File: config.mk
export PLATFORM = sky130hd
export DESIGN_NAME = gene_net_sweep_ctrl_flat
export DESIGN_NICKNAME = d
export VERILOG_FILES = /design/src/rtl/gene_net_pkg.sv /design/src/rtl/gene_net_sweep_ctrl_if.sv /design/src/rtl/attractor_hist.sv /design/src/rtl/gene_net_sweep_ctrl.sv /design/src/flat_wrapper.sv
export SDC_FILE = /design/constraint.sdc
export NUM_CORES = 1
export LEC_CHECK = 0
export BUFFER_PORTS_ARGS = -buffer_cell sky130_fd_sc_hd__buf_2
export CORE_MARGIN = 2
export CORE_UTILIZATION = 60
export DETAILED_ROUTE_END_ITERATION = 6
export PLACE_DENSITY = 0.92
export SLEW_MARGIN = 20
export SYNTH_ARGS = -nofsm -noshare
export SYNTH_HDL_FRONTEND = slang
export SYNTH_SLANG_ARGS = --single-unit
File: constraint.sdc
create_clock -name clk -period 6.19 [get_ports clk]
set_clock_uncertainty 0.15 [all_clocks]
set_input_delay 0.3095 -clock clk [delete_from_list [all_inputs] [get_ports clk]]
set_output_delay 0.3095 -clock clk [all_outputs]
set_load 0.01 [all_outputs]
File: src/rtl/gene_net_pkg.sv
// Shared definitions for the gene_net sweep controller: state width,
// attractor class codes, controller state encoding and a counter helper.
package gene_net_pkg;

  localparam int W = 8;

  localparam logic [1:0] CLS_TIMEOUT = 2'd0;
  localparam logic [1:0] CLS_FIXED   = 2'd1;
  localparam logic [1:0] CLS_CYCLE   = 2'd2;

  typedef enum logic [2:0] {
    ST_IDLE   = 3'd0,
    ST_LOAD   = 3'd1,
    ST_RUN    = 3'd2,
    ST_REPORT = 3'd3,
    ST_DONE   = 3'd4
  } ctrl_state_e;

  // Per-class totals stop at 256; one sweep never exceeds that.
  function automatic logic [8:0] sat_inc9(input logic [8:0] v);
    return (v == 9'd256) ? v : v + 9'd1;
  endfunction

endpackage

File: src/rtl/gene_net_sweep_ctrl_if.sv
// Bundle of sweep control, network coupling and result handshake signals.
interface gene_net_sweep_ctrl_if;
  import gene_net_pkg::*;

  logic         start;
  logic         abort;
  logic [W-1:0] cfg_first;
  logic [W-1:0] cfg_last;
  logic [W-1:0] init_val;
  logic         net_load;
  logic [W-1:0] x;
  logic         res_valid;
  logic         res_ready;
  logic [W-1:0] res_init;
  logic [1:0]   res_class;
  logic [3:0]   res_period;
  logic [7:0]   res_steps;
  logic         busy;
  logic         done;
  logic [8:0]   cnt_fixed;
  logic [8:0]   cnt_cycle;
  logic [8:0]   cnt_timeout;

  // Controller side: produces network loads and result records.
  modport master (
    input  start, abort, cfg_first, cfg_last, x, res_ready,
    output init_val, net_load, res_valid, res_init, res_class, res_period,
           res_steps, busy, done, cnt_fixed, cnt_cycle, cnt_timeout
  );

  // Environment side: requests sweeps, feeds the network state, consumes records.
  modport slave (
    output start, abort, cfg_first, cfg_last, x, res_ready,
    input  init_val, net_load, res_valid, res_init, res_class, res_period,
           res_steps, busy, done, cnt_fixed, cnt_cycle, cnt_timeout
  );

endinterface

File: src/rtl/attractor_hist.sv
// History of recent network states with a parallel compare against the
// current sample; reports the smallest period that repeats.
module attractor_hist
  import gene_net_pkg::*;
#(
  parameter int HIST = 8
) (
  input  logic         clk,
  input  logic         rst,
  input  logic         clr_i,
  input  logic         shift_i,
  input  logic [W-1:0] x_i,
  output logic         match_o,
  output logic [3:0]   period_o
);

  logic [W-1:0]    h_q [HIST];
  logic [HIST-1:0] v_q;

  // History shift register; entry 0 is the most recent sample.
  always_ff @(posedge clk) begin
    if (rst || clr_i) begin
      for (int i = 0; i < HIST; i++) h_q[i] <= {W{1'b0}};
      v_q <= {HIST{1'b0}};
    end else if (shift_i) begin
      h_q[0] <= x_i;
      for (int i = 1; i < HIST; i++) h_q[i] <= h_q[i-1];
      v_q <= {v_q[HIST-2:0], 1'b1};
    end else begin
      v_q <= v_q;
    end
  end

  // Priority encode: scan from the deepest entry so the smallest period wins.
  always_comb begin
    match_o  = 1'b0;
    period_o = 4'd0;
    for (int k = HIST; k >= 1; k--) begin
      if (v_q[k-1] && (h_q[k-1] == x_i)) begin
        match_o  = 1'b1;
        period_o = 4'(k);
      end else begin
        match_o  = match_o;
      end
    end
  end

endmodule

File: src/rtl/gene_net_sweep_ctrl.sv
// Sweeps a range of initial values through gene_net, classifies each run as
// fixed point, cycle or timeout, and reports one record per initial value.
module gene_net_sweep_ctrl
  import gene_net_pkg::*;
#(
  parameter int HIST      = 8,
  parameter int MAX_STEPS = 64
) (
  input  logic                  clk,
  input  logic                  rst,
  gene_net_sweep_ctrl_if.master bus
);

  localparam logic [7:0] MAX_STEPS_C = 8'(MAX_STEPS);

  ctrl_state_e  state_q, state_d;
  logic [W-1:0] cur_q, cur_d;
  logic [W-1:0] last_q, last_d;
  logic [7:0]   step_q, step_d;
  logic [W-1:0] res_init_q, res_init_d;
  logic [1:0]   res_class_q, res_class_d;
  logic [3:0]   res_period_q, res_period_d;
  logic [7:0]   res_steps_q, res_steps_d;
  logic [8:0]   cnt_fixed_q, cnt_fixed_d;
  logic [8:0]   cnt_cycle_q, cnt_cycle_d;
  logic [8:0]   cnt_timeout_q, cnt_timeout_d;
  logic         net_load_q, res_valid_q, busy_q, done_q;

  logic         hit_s;
  logic [3:0]   hit_period_s;
  logic [7:0]   step_inc_s;
  logic         hist_clr_s;
  logic         hist_shift_s;

  assign step_inc_s   = step_q + 8'd1;
  assign hist_clr_s   = (state_q == ST_LOAD);
  assign hist_shift_s = (state_q == ST_RUN);

  attractor_hist #(.HIST(HIST)) u_hist (
    .clk      (clk),
    .rst      (rst),
    .clr_i    (hist_clr_s),
    .shift_i  (hist_shift_s),
    .x_i      (bus.x),
    .match_o  (hit_s),
    .period_o (hit_period_s)
  );

  // Next-state, range stepping, run classification and counter updates.
  always_comb begin
    state_d       = state_q;
    cur_d         = cur_q;
    last_d        = last_q;
    step_d        = step_q;
    res_init_d    = res_init_q;
    res_class_d   = res_class_q;
    res_period_d  = res_period_q;
    res_steps_d   = res_steps_q;
    cnt_fixed_d   = cnt_fixed_q;
    cnt_cycle_d   = cnt_cycle_q;
    cnt_timeout_d = cnt_timeout_q;

    if (bus.abort) begin
      // Abort beats start, res_ready and everything else; counters are kept.
      state_d = ST_IDLE;
    end else begin
      case (state_q)
        ST_IDLE: begin
          if (bus.start) begin
            state_d       = ST_LOAD;
            cur_d         = bus.cfg_first;
            last_d        = bus.cfg_last;
            cnt_fixed_d   = 9'd0;
            cnt_cycle_d   = 9'd0;
            cnt_timeout_d = 9'd0;
          end else begin
            state_d = ST_IDLE;
          end
        end
        ST_LOAD: begin
          step_d  = 8'd0;
          state_d = ST_RUN;
        end
        ST_RUN: begin
          step_d = step_inc_s;
          if (hit_s) begin
            // A repeat on the same sample as the step limit still counts as a detection.
            state_d      = ST_REPORT;
            res_init_d   = cur_q;
            res_class_d  = (hit_period_s == 4'd1) ? CLS_FIXED : CLS_CYCLE;
            res_period_d = hit_period_s;
            res_steps_d  = step_inc_s;
          end else if (step_inc_s == MAX_STEPS_C) begin
            state_d      = ST_REPORT;
            res_init_d   = cur_q;
            res_class_d  = CLS_TIMEOUT;
            res_period_d = 4'd0;
            res_steps_d  = MAX_STEPS_C;
          end else begin
            state_d = ST_RUN;
          end
        end
        ST_REPORT: begin
          if (bus.res_ready) begin
            case (res_class_q)
              CLS_FIXED: cnt_fixed_d   = sat_inc9(cnt_fixed_q);
              CLS_CYCLE: cnt_cycle_d   = sat_inc9(cnt_cycle_q);
              default:   cnt_timeout_d = sat_inc9(cnt_timeout_q);
            endcase
            if (cur_q == last_q) begin
              state_d = ST_DONE;
            end else begin
              cur_d   = cur_q + 8'd1;
              state_d = ST_LOAD;
            end
          end else begin
            state_d = ST_REPORT;
          end
        end
        ST_DONE: begin
          state_d = ST_IDLE;
        end
        default: begin
          state_d = ST_IDLE;
        end
      endcase
    end
  end

  // State, datapath and registered status outputs.
  always_ff @(posedge clk) begin
    if (rst) begin
      state_q       <= ST_IDLE;
      cur_q         <= {W{1'b0}};
      last_q        <= {W{1'b0}};
      step_q        <= 8'd0;
      res_init_q    <= {W{1'b0}};
      res_class_q   <= 2'd0;
      res_period_q  <= 4'd0;
      res_steps_q   <= 8'd0;
      cnt_fixed_q   <= 9'd0;
      cnt_cycle_q   <= 9'd0;
      cnt_timeout_q <= 9'd0;
      net_load_q    <= 1'b0;
      res_valid_q   <= 1'b0;
      busy_q        <= 1'b0;
      done_q        <= 1'b0;
    end else begin
      state_q       <= state_d;
      cur_q         <= cur_d;
      last_q        <= last_d;
      step_q        <= step_d;
      res_init_q    <= res_init_d;
      res_class_q   <= res_class_d;
      res_period_q  <= res_period_d;
      res_steps_q   <= res_steps_d;
      cnt_fixed_q   <= cnt_fixed_d;
      cnt_cycle_q   <= cnt_cycle_d;
      cnt_timeout_q <= cnt_timeout_d;
      net_load_q    <= (state_d == ST_LOAD);
      res_valid_q   <= (state_d == ST_REPORT);
      busy_q        <= (state_d != ST_IDLE);
      done_q        <= (state_d == ST_DONE);
    end
  end

  assign bus.init_val    = cur_q;
  assign bus.net_load    = net_load_q;
  assign bus.res_valid   = res_valid_q;
  assign bus.res_init    = res_init_q;
  assign bus.res_class   = res_class_q;
  assign bus.res_period  = res_period_q;
  assign bus.res_steps   = res_steps_q;
  assign bus.busy        = busy_q;
  assign bus.done        = done_q;
  assign bus.cnt_fixed   = cnt_fixed_q;
  assign bus.cnt_cycle   = cnt_cycle_q;
  assign bus.cnt_timeout = cnt_timeout_q;

endmodule

File: src/flat_wrapper.sv
// flat-port wrapper written by rule: the top's interface ports become plain ports
module gene_net_sweep_ctrl_flat import gene_net_pkg::*;
#(
  parameter int HIST      = 8,
  parameter int MAX_STEPS = 64
)
  (clk, rst, bus_start, bus_abort, bus_cfg_first, bus_cfg_last, bus_x, bus_res_ready, bus_init_val, bus_net_load, bus_res_valid, bus_res_init, bus_res_class, bus_res_period, bus_res_steps, bus_busy, bus_done, bus_cnt_fixed, bus_cnt_cycle, bus_cnt_timeout);
  gene_net_sweep_ctrl_if bus_i ();
  input  logic clk;
  input  logic rst;
  input wire logic [$bits(bus_i.start)-1:0] bus_start;
  input wire logic [$bits(bus_i.abort)-1:0] bus_abort;
  input wire logic [$bits(bus_i.cfg_first)-1:0] bus_cfg_first;
  input wire logic [$bits(bus_i.cfg_last)-1:0] bus_cfg_last;
  input wire logic [$bits(bus_i.x)-1:0] bus_x;
  input wire logic [$bits(bus_i.res_ready)-1:0] bus_res_ready;
  output wire logic [$bits(bus_i.init_val)-1:0] bus_init_val;
  output wire logic [$bits(bus_i.net_load)-1:0] bus_net_load;
  output wire logic [$bits(bus_i.res_valid)-1:0] bus_res_valid;
  output wire logic [$bits(bus_i.res_init)-1:0] bus_res_init;
  output wire logic [$bits(bus_i.res_class)-1:0] bus_res_class;
  output wire logic [$bits(bus_i.res_period)-1:0] bus_res_period;
  output wire logic [$bits(bus_i.res_steps)-1:0] bus_res_steps;
  output wire logic [$bits(bus_i.busy)-1:0] bus_busy;
  output wire logic [$bits(bus_i.done)-1:0] bus_done;
  output wire logic [$bits(bus_i.cnt_fixed)-1:0] bus_cnt_fixed;
  output wire logic [$bits(bus_i.cnt_cycle)-1:0] bus_cnt_cycle;
  output wire logic [$bits(bus_i.cnt_timeout)-1:0] bus_cnt_timeout;
  assign bus_i.start = bus_start;
  assign bus_i.abort = bus_abort;
  assign bus_i.cfg_first = bus_cfg_first;
  assign bus_i.cfg_last = bus_cfg_last;
  assign bus_i.x = bus_x;
  assign bus_i.res_ready = bus_res_ready;
  assign bus_init_val = bus_i.init_val;
  assign bus_net_load = bus_i.net_load;
  assign bus_res_valid = bus_i.res_valid;
  assign bus_res_init = bus_i.res_init;
  assign bus_res_class = bus_i.res_class;
  assign bus_res_period = bus_i.res_period;
  assign bus_res_steps = bus_i.res_steps;
  assign bus_busy = bus_i.busy;
  assign bus_done = bus_i.done;
  assign bus_cnt_fixed = bus_i.cnt_fixed;
  assign bus_cnt_cycle = bus_i.cnt_cycle;
  assign bus_cnt_timeout = bus_i.cnt_timeout;
  gene_net_sweep_ctrl #(.HIST(HIST), .MAX_STEPS(MAX_STEPS)) u_core (.clk(clk), .rst(rst), .bus(bus_i));
endmodule
* Word level (Yosys, flattened, before mapping)
Memory sizes are Yosys's and may differ from the RTL's.
Cells that the tools add are included.
** Word-level totals
- Register bits after elaboration :: 88
- Bits in latches :: 0
- Memory bits (writable) :: 64
- Memory bits (read-only) :: 0
- Bits of input ports :: 29
- Output and inout port bits :: 61
- Logic and storage cells :: 147
- Memories kept :: 1
** Memory list
- u_core.u_hist.h_q :: words 8, width 8, read ports 8, clocked after memory_dff 0, wr ports 8, RTL line attractor_hist.sv:17 : logic [W-1:0] h_q [HIST];
** Cells by class
- Add/sub/neg operators :: 5
- Multiply operators :: 0
- Div/mod/pow operators :: 0
- $lt $le $gt $ge :: 0
- Equal/unequal tests :: 31
- Shift-type cells :: 0
- Mux-type cells :: 63
- Bitwise gates (word level) :: 9
- Reductions and logical operators :: 22
** Operator list (count)
- 2-to-1 mux 8 bit :: 15
- 2-to-1 mux 9 bit :: 10
- equality test 8 bit :: 9
- case mux 9 bit (2 select lines) :: 3
- 2-to-1 mux 4 bit :: 10
- case mux 8 bit (2 select lines) :: 2
- adder 9 x 1 -> 9 bit (second input constant) :: 3
- equality test 9 bit (second input constant) :: 3
- != test 2 bit (second input constant) :: 9
- AND reduction 6 bit :: 3
- adder 8 x 1 -> 8 bit (second input constant) :: 2
- 2-to-1 mux 1 bit :: 15
- 2-to-1 mux 3 bit :: 4
- case mux 3 bit (4 select lines) :: 1
- equality test 3 x 2 -> 1 bit (second input constant) :: 3
- equality test 8 x 7 -> 1 bit (second input constant) :: 1
- logical AND 1 bit :: 8
- bitwise OR 1 bit :: 8
- equality test 3 x 1 -> 1 bit (second input constant) :: 2
- 2-to-1 mux 2 bit :: 3
- AND reduction 3 bit :: 2
- nonzero test 2 bit :: 3
- AND reduction 5 bit :: 1
- equality test 4 x 1 -> 1 bit (second input constant) :: 1
- other kinds (9) :: 9

* Longest topological paths before layout
Gate-level depths: netlist of run 1.
An unclocked memory read counts as a cell.
- Word-level depth :: 15
- Depth in mapped cells :: 9
- Gate-level depth less buffers :: 9

* By module
From an unflattened synthesis of run 1, not the netlist that was laid out.
** Second synthesis, totals
- Cell total of the unflattened synthesis :: 765
- Area total of the unflattened synthesis :: 7679.9 sq um
** By module, submodules not included
- gene_net_sweep_ctrl :: times used 1, cells an instance 479, area an instance 4119.0 sq um, seq. area each 1601.5 sq um
- attractor_hist :: times used 1, cells an instance 286, area an instance 3560.9 sq um, seq. area each 2082.0 sq um

* Worst setup path before layout of run 1
OpenSTA, ideal clock, no wires.
- Kind :: input port to flip-flop
- From :: input port rst
- To :: memory u_core.u_hist.h_q[0][0] (enable)
- Library setup time :: 0.418 ns
- Arrival time :: 2.081 ns
- Data required time :: 5.622 ns
- Path slack :: 3.541 ns
- Cell stages on the path :: 3
- Path buffers :: 1
- Cells stage by stage :: clkbuf_1 -> nor2_1 -> inv_1
** RTL lines
- start: declaration :: RTL line flat_wrapper.sv:10 : input logic rst;
- end: declaration :: RTL line attractor_hist.sv:17

* Worst setup path after layout of run 1
- From :: register u_core.step_q[0]
- To :: register u_core.res_steps_q[0], in the netlist u_core.bus.res_steps[0]
** Between the ends
- Word-level cells in the longest chain between the ends :: 4
- Elaborated cells on any way between the ends :: 5
- Classes of those cells :: 1 x add/sub; 1 x eq/ne; 1 x mux; 2 x reduce/logical
** Ends and longest elaborated chain
- start: declaration :: RTL line gene_net_sweep_ctrl.sv:19 : logic [7:0] step_q, step_d;
- start signal: assignment :: RTL line gene_net_sweep_ctrl.sv:152 : step_q <= step_d;
- adder 8 x 1 -> 8 bit (*) :: RTL line gene_net_sweep_ctrl.sv:35 : assign step_inc_s = step_q + 8'd1;
- equality test 8 x 7 -> 1 bit :: RTL line gene_net_sweep_ctrl.sv:93 : end else if (step_inc_s == MAX_STEPS_C) begin
- nonzero test 2 bit (no source line)
- AND reduction 3 bit (no source line)
- end signal: assignment :: RTL line gene_net_sweep_ctrl.sv:156 : res_steps_q <= res_steps_d;
- end: declaration :: RTL line gene_net_sweep_ctrl.sv:23 : logic [7:0] res_steps_q, res_steps_d;
Every way passes the cells marked *; elsewhere a longest branch is shown, timed or not.
A chain may end at the register's enable or synchronous reset.

==> flow_summary.json, run 1 <==
{
  "status": "completed",
  "final_cell_mix": "buf_2, dfxtp_1, nor2_1",
  "fin_crit_ns": 3.02,
  "fp.dieH_um": 114,
  "nets": 832,
  "dp_hpwl_um": 10600,
  "synth_top_family_by_area": "simple AND/OR/NAND/NOR gates",
  "start_util": 0.608,
  "die-width_um": 114,
  "drv_cap": 0,
  "drt_first_pass_iters": 6,
  "clock_sinks": 152,
  "r2r_start": "u_core.step_q[0]",
  "track_usage": 0.263,
  "start_kind": "flip-flop",
  "dp_cells": 911,
  "diodes": 0,
  "cts_setup_buffers": 0,
  "critPathRequiredTime_ns": 6.35,
  "grt_pass1_wl_um": 26500,
  "maxSlewViolCount": 0,
  "synth_nets": 746,
  "regToRegEndpoint": "u_core.bus.res_steps[0]",
  "wl_met1_um": 6930,
  "ctsResizeCount": 0,
  "synth-simple-area-share": 0.203,
  "synth_ff_type": "dfxtp_1",
  "setup_tns_ns": 0,
  "worstHoldPathType": "in -> reg",
  "antenna_found_initial": 0,
  "relSlewSlack": 0.303,
  "vias": 5592,
  "synth_area_um2": 7210,
  "p_sw_mw": 0.526,
  "seq_power_share": 0.459,
  "die_area_um2": 12900,
  "drive_above_1_share": 0.171,
  "finalSetupViolations": 0,
  "synth_fa_ha_area_frac": 0.0191,
  "stdcell_count": 952,
  "cts.path.max_buffers": 2,
  "pin_count": 90,
  "ff2ff_path_depth": 8,
  "gr-total-overflow": 0,
  "cp_max_fo": 13,
  "async_reset_ff_frac": 0,
  "clk_pin_slew_worst_paths_ns": 0.06,
  "yosys.cell_types.count": 58,
  "hold_viol": 0,
  "htree_levels": 4,
  "cts_inserted_buffers": 17,
  "powerDensity_nw_per_um2": 287,
  "route.met2.wl_um": 8130,
  "grt_pass1_vias": 5333,
  "synth_compound_area_frac": 0.0958,
  "clock_latency_ns": 0.43,
  "clkPwrFrac": 0.476,
  "tightest_slew_ns": 1.05,
  "max-vdd-ir-drop_mv": 0.215,
  "num_rows": 40,
  "syn_inst": 706,
  "area_growth_pct": 17.3,
  "top_layer": "met4",
  "wirelength_um": 16600,
  "drtIter0Drc": 683,
  "hold_start": "bus_cfg_first[0]",
  "postRouteAntennaNets": 0,
  "fp.coreArea_um2": 11900,
  "syn_area_per_cell_um2": 10.2,
  "clockRootBuffer": "clkbuf_16",
  "via_per_inst": 5.87,
  "rsz0062_at_grt": "no",
  "power.internal_mw": 1.90,
  "mostFrequentLayoutCell": "buf_2",
  "gp_congestion": 0.892,
  "fin_util": 0.713,
  "grt_max_degree": 65,
  "fillers": 767,
  "startpoint": "u_core.step_q[0]",
  "path_class": "reg -> reg",
  "synth_warnings": 0,
  "synth-seq-cells": 152,
  "synthMuxAreaShare": 0.0236,
  "synth_edf_count": 64,
  "critPathCapture": "u_core.bus.res_steps[0]",
  "route.met3.wl_um": 1100,
  "swShare": 0.217,
  "rrSetupSlack_ns": 3.17,
  "arrival_ns": 3.18,
  "drc": 0,
  "wire_per_inst_um": 17.4,
  "max_freq_mhz": 331,
  "portBuffers": 89,
  "pwr-share-comb": 0.066,
  "synth_xor_xnor_area_share": 0.115,
  "cts_tree": "built",
  "yosysSeqAreaShare": 0.511,
  "period_share": 0.488,
  "crit_path_end_kind": "flip-flop",
  "cellLeakagePower_nw": 3.30
}
==> power groups by stage <==
| stage | logic, mW | clock network (mW) | registers (mW) |
|---|---|---|---|
| after floorplan | 0.113 | 0 | 1.13 |
| after global placement | 0.147 | 0 | 1.13 |
| after detailed placement | 0.151 | 0 | 1.13 |
| after CTS | 0.159 | 1.16 | 1.11 |
| after global routing | 0.174 | 1.20 | 1.12 |
| final | 0.160 | 1.15 | 1.11 |
==> stage by stage <==
step                total power, mW  setup WS [ns]  hold slack [ns]  cell area [um^2]
CTS                            2.43           3.22          0.00158              8450
global route                   2.49           2.95           0.0157              8460
floorplan                      1.24           3.54            0.299              7210
global placement               1.28           3.42            0.320              7700
finish                         2.43           3.17          0.00492              8460
detailed placement             1.28           3.26            0.320              7700
==> worst max-delay path, stage by stage, from the launching register on <==
cell      delay [ns]
dfxtp_1         0.44
ha_1            0.34
nand3_2         0.17
nor3_1          0.28
o211ai_1        0.14
o31a_1          0.37
a31oi_4         0.52
nor2_2          0.20
a22o_1          0.29
==> what timing repair did <==
| item | in CTS | in global routing |
|---|---|---|
| hold endpoints to repair | 9 | 0 |
| setup endpoints to repair | 0 | 0 |
| hold buffers | 9 | 0 |
==> logic make-up (layout without fill, tap and decap cells) <==
family	after synthesis	after routing
XOR/XNOR	95	95
multiplexers	17	17
buffers and inverters	50	149
flip-flops	152	152
AO/OA/AOI/OAI	96	96
AND/OR/NAND/NOR	285	285
adder cells (fa/ha/maj)	11	11
==> layer usage <==
metal	up-vias	GRT usage
li1	2625	-
met1	2683	0.342
met2	250	0.429
met3	34	0.0659
met4	0	0.0992
met5	-	0
==> cell usage after synthesis, drive strengths merged, types with 11 or more instances <==
cell / count / share of area
mux2i: 17 / 0.024
clkbuf: 19 / 0.0099
inv: 15 / 0.0078
o21ai: 20 / 0.014
and2: 66 / 0.057
ha: 11 / 0.019
nand4: 19 / 0.016
a22o: 17 / 0.021
xor2: 20 / 0.024
buf: 16 / 0.014
dfxtp: 88 / 0.24
xnor2: 75 / 0.091
nand2: 36 / 0.019
nand3: 21 / 0.015
a21oi: 26 / 0.021
nor2: 88 / 0.046
edfxtp: 64 / 0.27
nor3: 20 / 0.015
==> final cells by class <==
type / instances / area (um^2) / share of cell area
sequential: 152 / 3680 / 0.436
clock buffer: 21 / 472 / 0.0558
clock inverter: 11 / 189 / 0.0223
multi-input combinational: 504 / 3310 / 0.391
timing repair buffer: 102 / 566 / 0.0669
tap: 147 / 184 / 0.0218
inverter: 15 / 56.3 / 0.00666
==> worst min-delay path by stage <==
stage	endpoint	depth (start not counted)
3_3_place_gp	u_core.u_hist.v_q[7]	1
4_1_cts	u_core.bus.init_val[0]	3
5_1_grt	u_core.bus.init_val[0]	3
3_5_place_dp	u_core.u_hist.v_q[7]	1
2_1_floorplan	u_core.u_hist.v_q[7]	1
6_report	u_core.bus.init_val[0]	3
==> flip-flops by register name (all words and copies together) (netlist names), 9 cells and up <==
signal / count
u_core.bus.cnt_timeout: 9
u_core.bus.cnt_cycle: 9
u_core.u_hist.h_q: 64
u_core.bus.cnt_fixed: 9
No activity file was read; power rests on OpenSTA's default activity.
==> run 2, diff against run 1 <==
- ABC_AREA: not set -> 1
- CORE_UTILIZATION: 60 -> 59
- PLACE_DENSITY: 0.92 -> 0.9
- clock period: 6.19 -> 2.8 ns (I/O delays scaled with it)
==> flow_summary.json, run 2 <==
{
  "grt_pass1_wl_um": 32200,
  "arrival_ns": 2.62,
  "yosysMostFrequentCell": "nand2_1",
  "synth_nets": 1089,
  "track_usage": 0.284,
  "dp_hpwl_um": 13500,
  "wire_per_inst_um": 15.2,
  "max_freq_mhz": 417,
  "cellLeakagePower_nw": 4.05,
  "clock_latency_ns": 0.43,
  "fin_util": 0.699,
  "status": "completed",
  "worstHoldPathType": "in -> reg",
  "synth_area_um2": 7820,
  "synth-seq-cells": 152,
  "drt_first_pass_iters": 6,
  "via_per_inst": 5.63,
  "cp_slowest_cell": "dfxtp_1",
  "yosysSeqAreaShare": 0.471,
  "rsz0062_at_grt": "no",
  "finalWorstSetupSlack_ns": 0.399,
  "p_sw_mw": 1.27,
  "finalSetupViolations": 0,
  "drv_cap": 0,
  "tightest_slew_ns": 0.780,
  "antenna_found_initial": 0,
  "num_rows": 42,
  "swShare": 0.239,
  "diodes": 0,
  "cts.path.max_buffers": 2,
  "hold_start": "bus_cfg_first[4]",
  "synth_ff_type": "dfxtp_1",
  "setup_tns_ns": 0,
  "cts_setup_buffers": 0,
  "maxSlewViolCount": 0,
  "yosys.area.top_type_share": 0.246,
  "rrSetupSlack_ns": 0.40,
  "largest-register": "u_core.u_hist.h_q",
  "postRouteAntennaNets": 0,
  "start_kind": "flip-flop",
  "max-vdd-ir-drop_mv": 0.450,
  "period_share": 0.857,
  "crit_path_end_kind": "flip-flop",
  "area_growth_pct": 16.9,
  "holdPathStages": 5,
  "clock_sinks": 152,
  "largest_reg_flops": 64,
  "hold_viol": 0,
  "synth_area_leader_cell": "edfxtp_1",
  "powerDensity_nw_per_um2": 580,
  "mostFrequentLayoutCell": "nand2_1",
  "grt_max_degree": 72,
  "cp_max_fo": 17,
  "critPathMaxStageDelay_ns": 0.33,
  "gp_congestion": 0.942,
  "relSlewSlack": 0.478,
  "fin_crit_ns": 2.40,
  "start_util": 0.598,
  "critPathRequiredTime_ns": 3.02,
  "r2r_start": "u_core.state_q[1]",
  "pin_count": 90,
  "yosys.cell_types.count": 36,
  "path_class": "reg -> reg",
  "holdWs_ns": 0.0394,
  "cts_inserted_buffers": 17,
  "drtIter0Drc": 969,
  "synth_edf_count": 64,
  "nets": 1185,
  "syn_area_per_cell_um2": 7.46,
  "fp.dieH_um": 119,
  "htree_levels": 4,
  "die_area_um2": 14200,
  "synthTopCellsByArea": "edfxtp_1, dfxtp_1, nand2_1, nor2_1, inv_1",
  "clk_pin_slew_worst_paths_ns": 0.06,
  "cts_tree": "built",
  "synth_warnings": 0,
  "clkPwrFrac": 0.445,
  "grt_pass1_vias": 7072,
  "clockRootBuffer": "clkbuf_16",
  "regToRegEndpoint": "u_core.bus.init_val[7]",
  "holdPathEnd": "u_core.bus.init_val[4]",
  "yosys-top-cells-count": "nand2_1, nor2_1, inv_1",
  "die-width_um": 119,
  "drive_above_1_share": 0.127,
  "path_buf_inv": 4,
  "pwr-share-comb": 0.091,
  "crit_chain": "inv_1 > nor3_2 > inv_2 > buf_4 > nor2_1 > a211oi_4 > buf_4 > nand2_1 > nor2_1 > o21ai_0 > a21oi_1",
  "syn_inst": 1049,
  "ff2ff_path_depth": 11,
  "portBuffers": 89,
  "gr-total-overflow": 0,
  "vias": 7508,
  "wirelength_um": 20200,
  "final_cell_mix": "nand2_1, nor2_1, inv_1",
  "fp.coreArea_um2": 13100,
  "fillers": 946,
  "power.internal_mw": 4.04,
  "cpLargestDelayFamily": "buffers and inverters",
  "seq_power_share": 0.463,
  "async_reset_ff_frac": 0,
  "place_ws_ns": 0.418,
  "drc": 0,
  "p_total_mw": 5.31
}
[run 2: power by group through the flow]
stage / combinational (mW) / clock (mW) / sequential (mW)
3_5_place_dp: 0.448 / 0 / 2.50
4_1_cts: 0.472 / 2.36 / 2.46
6_report: 0.484 / 2.36 / 2.46
2_1_floorplan: 0.317 / 0 / 2.50
3_3_place_gp: 0.434 / 0 / 2.50
5_1_grt: 0.529 / 2.45 / 2.47
[run 2: what timing repair did]
| item | CTS | global route |
|---|---|---|
| gates resized for setup | 0 | 0 |
| hold buffers | 15 | 0 |
| hold endpoints to repair | 18 | 0 |
[run 2: metrics by stage]
stage	area, um^2	cells
after floorplan	7830	1049
after global placement	8370	1287
after detailed placement	8370	1287
after CTS	9150	1334
after global routing	9150	1334
final	9150	1334
[run 2: how the worst max path moves through the flow]
stage                            from                  endpoint  slack (ns)  cells past startpoint
floorplan           u_core.state_q[0]   u_core.u_hist.h_q[0][0]        0.59                      5
global placement             bus_x[2]    u_core.bus.res_init[6]        0.52                     12
detailed placement           bus_x[2]    u_core.bus.res_init[0]        0.42                     12
CTS                 u_core.state_q[1]   u_core.bus.cnt_fixed[3]        0.46                     10
global route         u_core.step_q[0]  u_core.bus.res_period[2]        0.18                     12
finish              u_core.state_q[1]    u_core.bus.init_val[7]        0.40                     11
[run 2: area by class of cell]
type | instances | area [um^2] | share of cell area
flip-flops and latches | 152 | 3680 | 0.403
repair buffers | 112 | 668 | 0.0730
well taps | 176 | 220 | 0.0241
multi-input cells | 724 | 3430 | 0.375
inverters | 138 | 518 | 0.0566
clock inverters | 3 | 18.8 | 0.00205
clock buffers | 29 | 607 | 0.0663
[run 2: logic make-up after synthesis]
logic type | count (synthesis) | share of synthesized area
flops | 152 | 0.471
fa+ha+maj | 11 | 0.0176
simple gates | 557 | 0.299
compound gates | 127 | 0.0897
buf+inv | 173 | 0.0907
xor+xnor | 29 | 0.0325
[run 2: layer usage]
metal	routed length, um	global-route usage	share of wire
met1	7970	0.345	0.39
met2	9890	0.471	0.49
met3	1560	0.0613	0.077
met4	819	0.156	0.040
met5	0	0	0
[run 2: worst min-delay path, cell delays in order]
cell and delay [ns]:
buf_2 0.08, nor2_1 0.04, a31oi_1 0.12, o21ai_0 0.09, a21oi_1 0.12
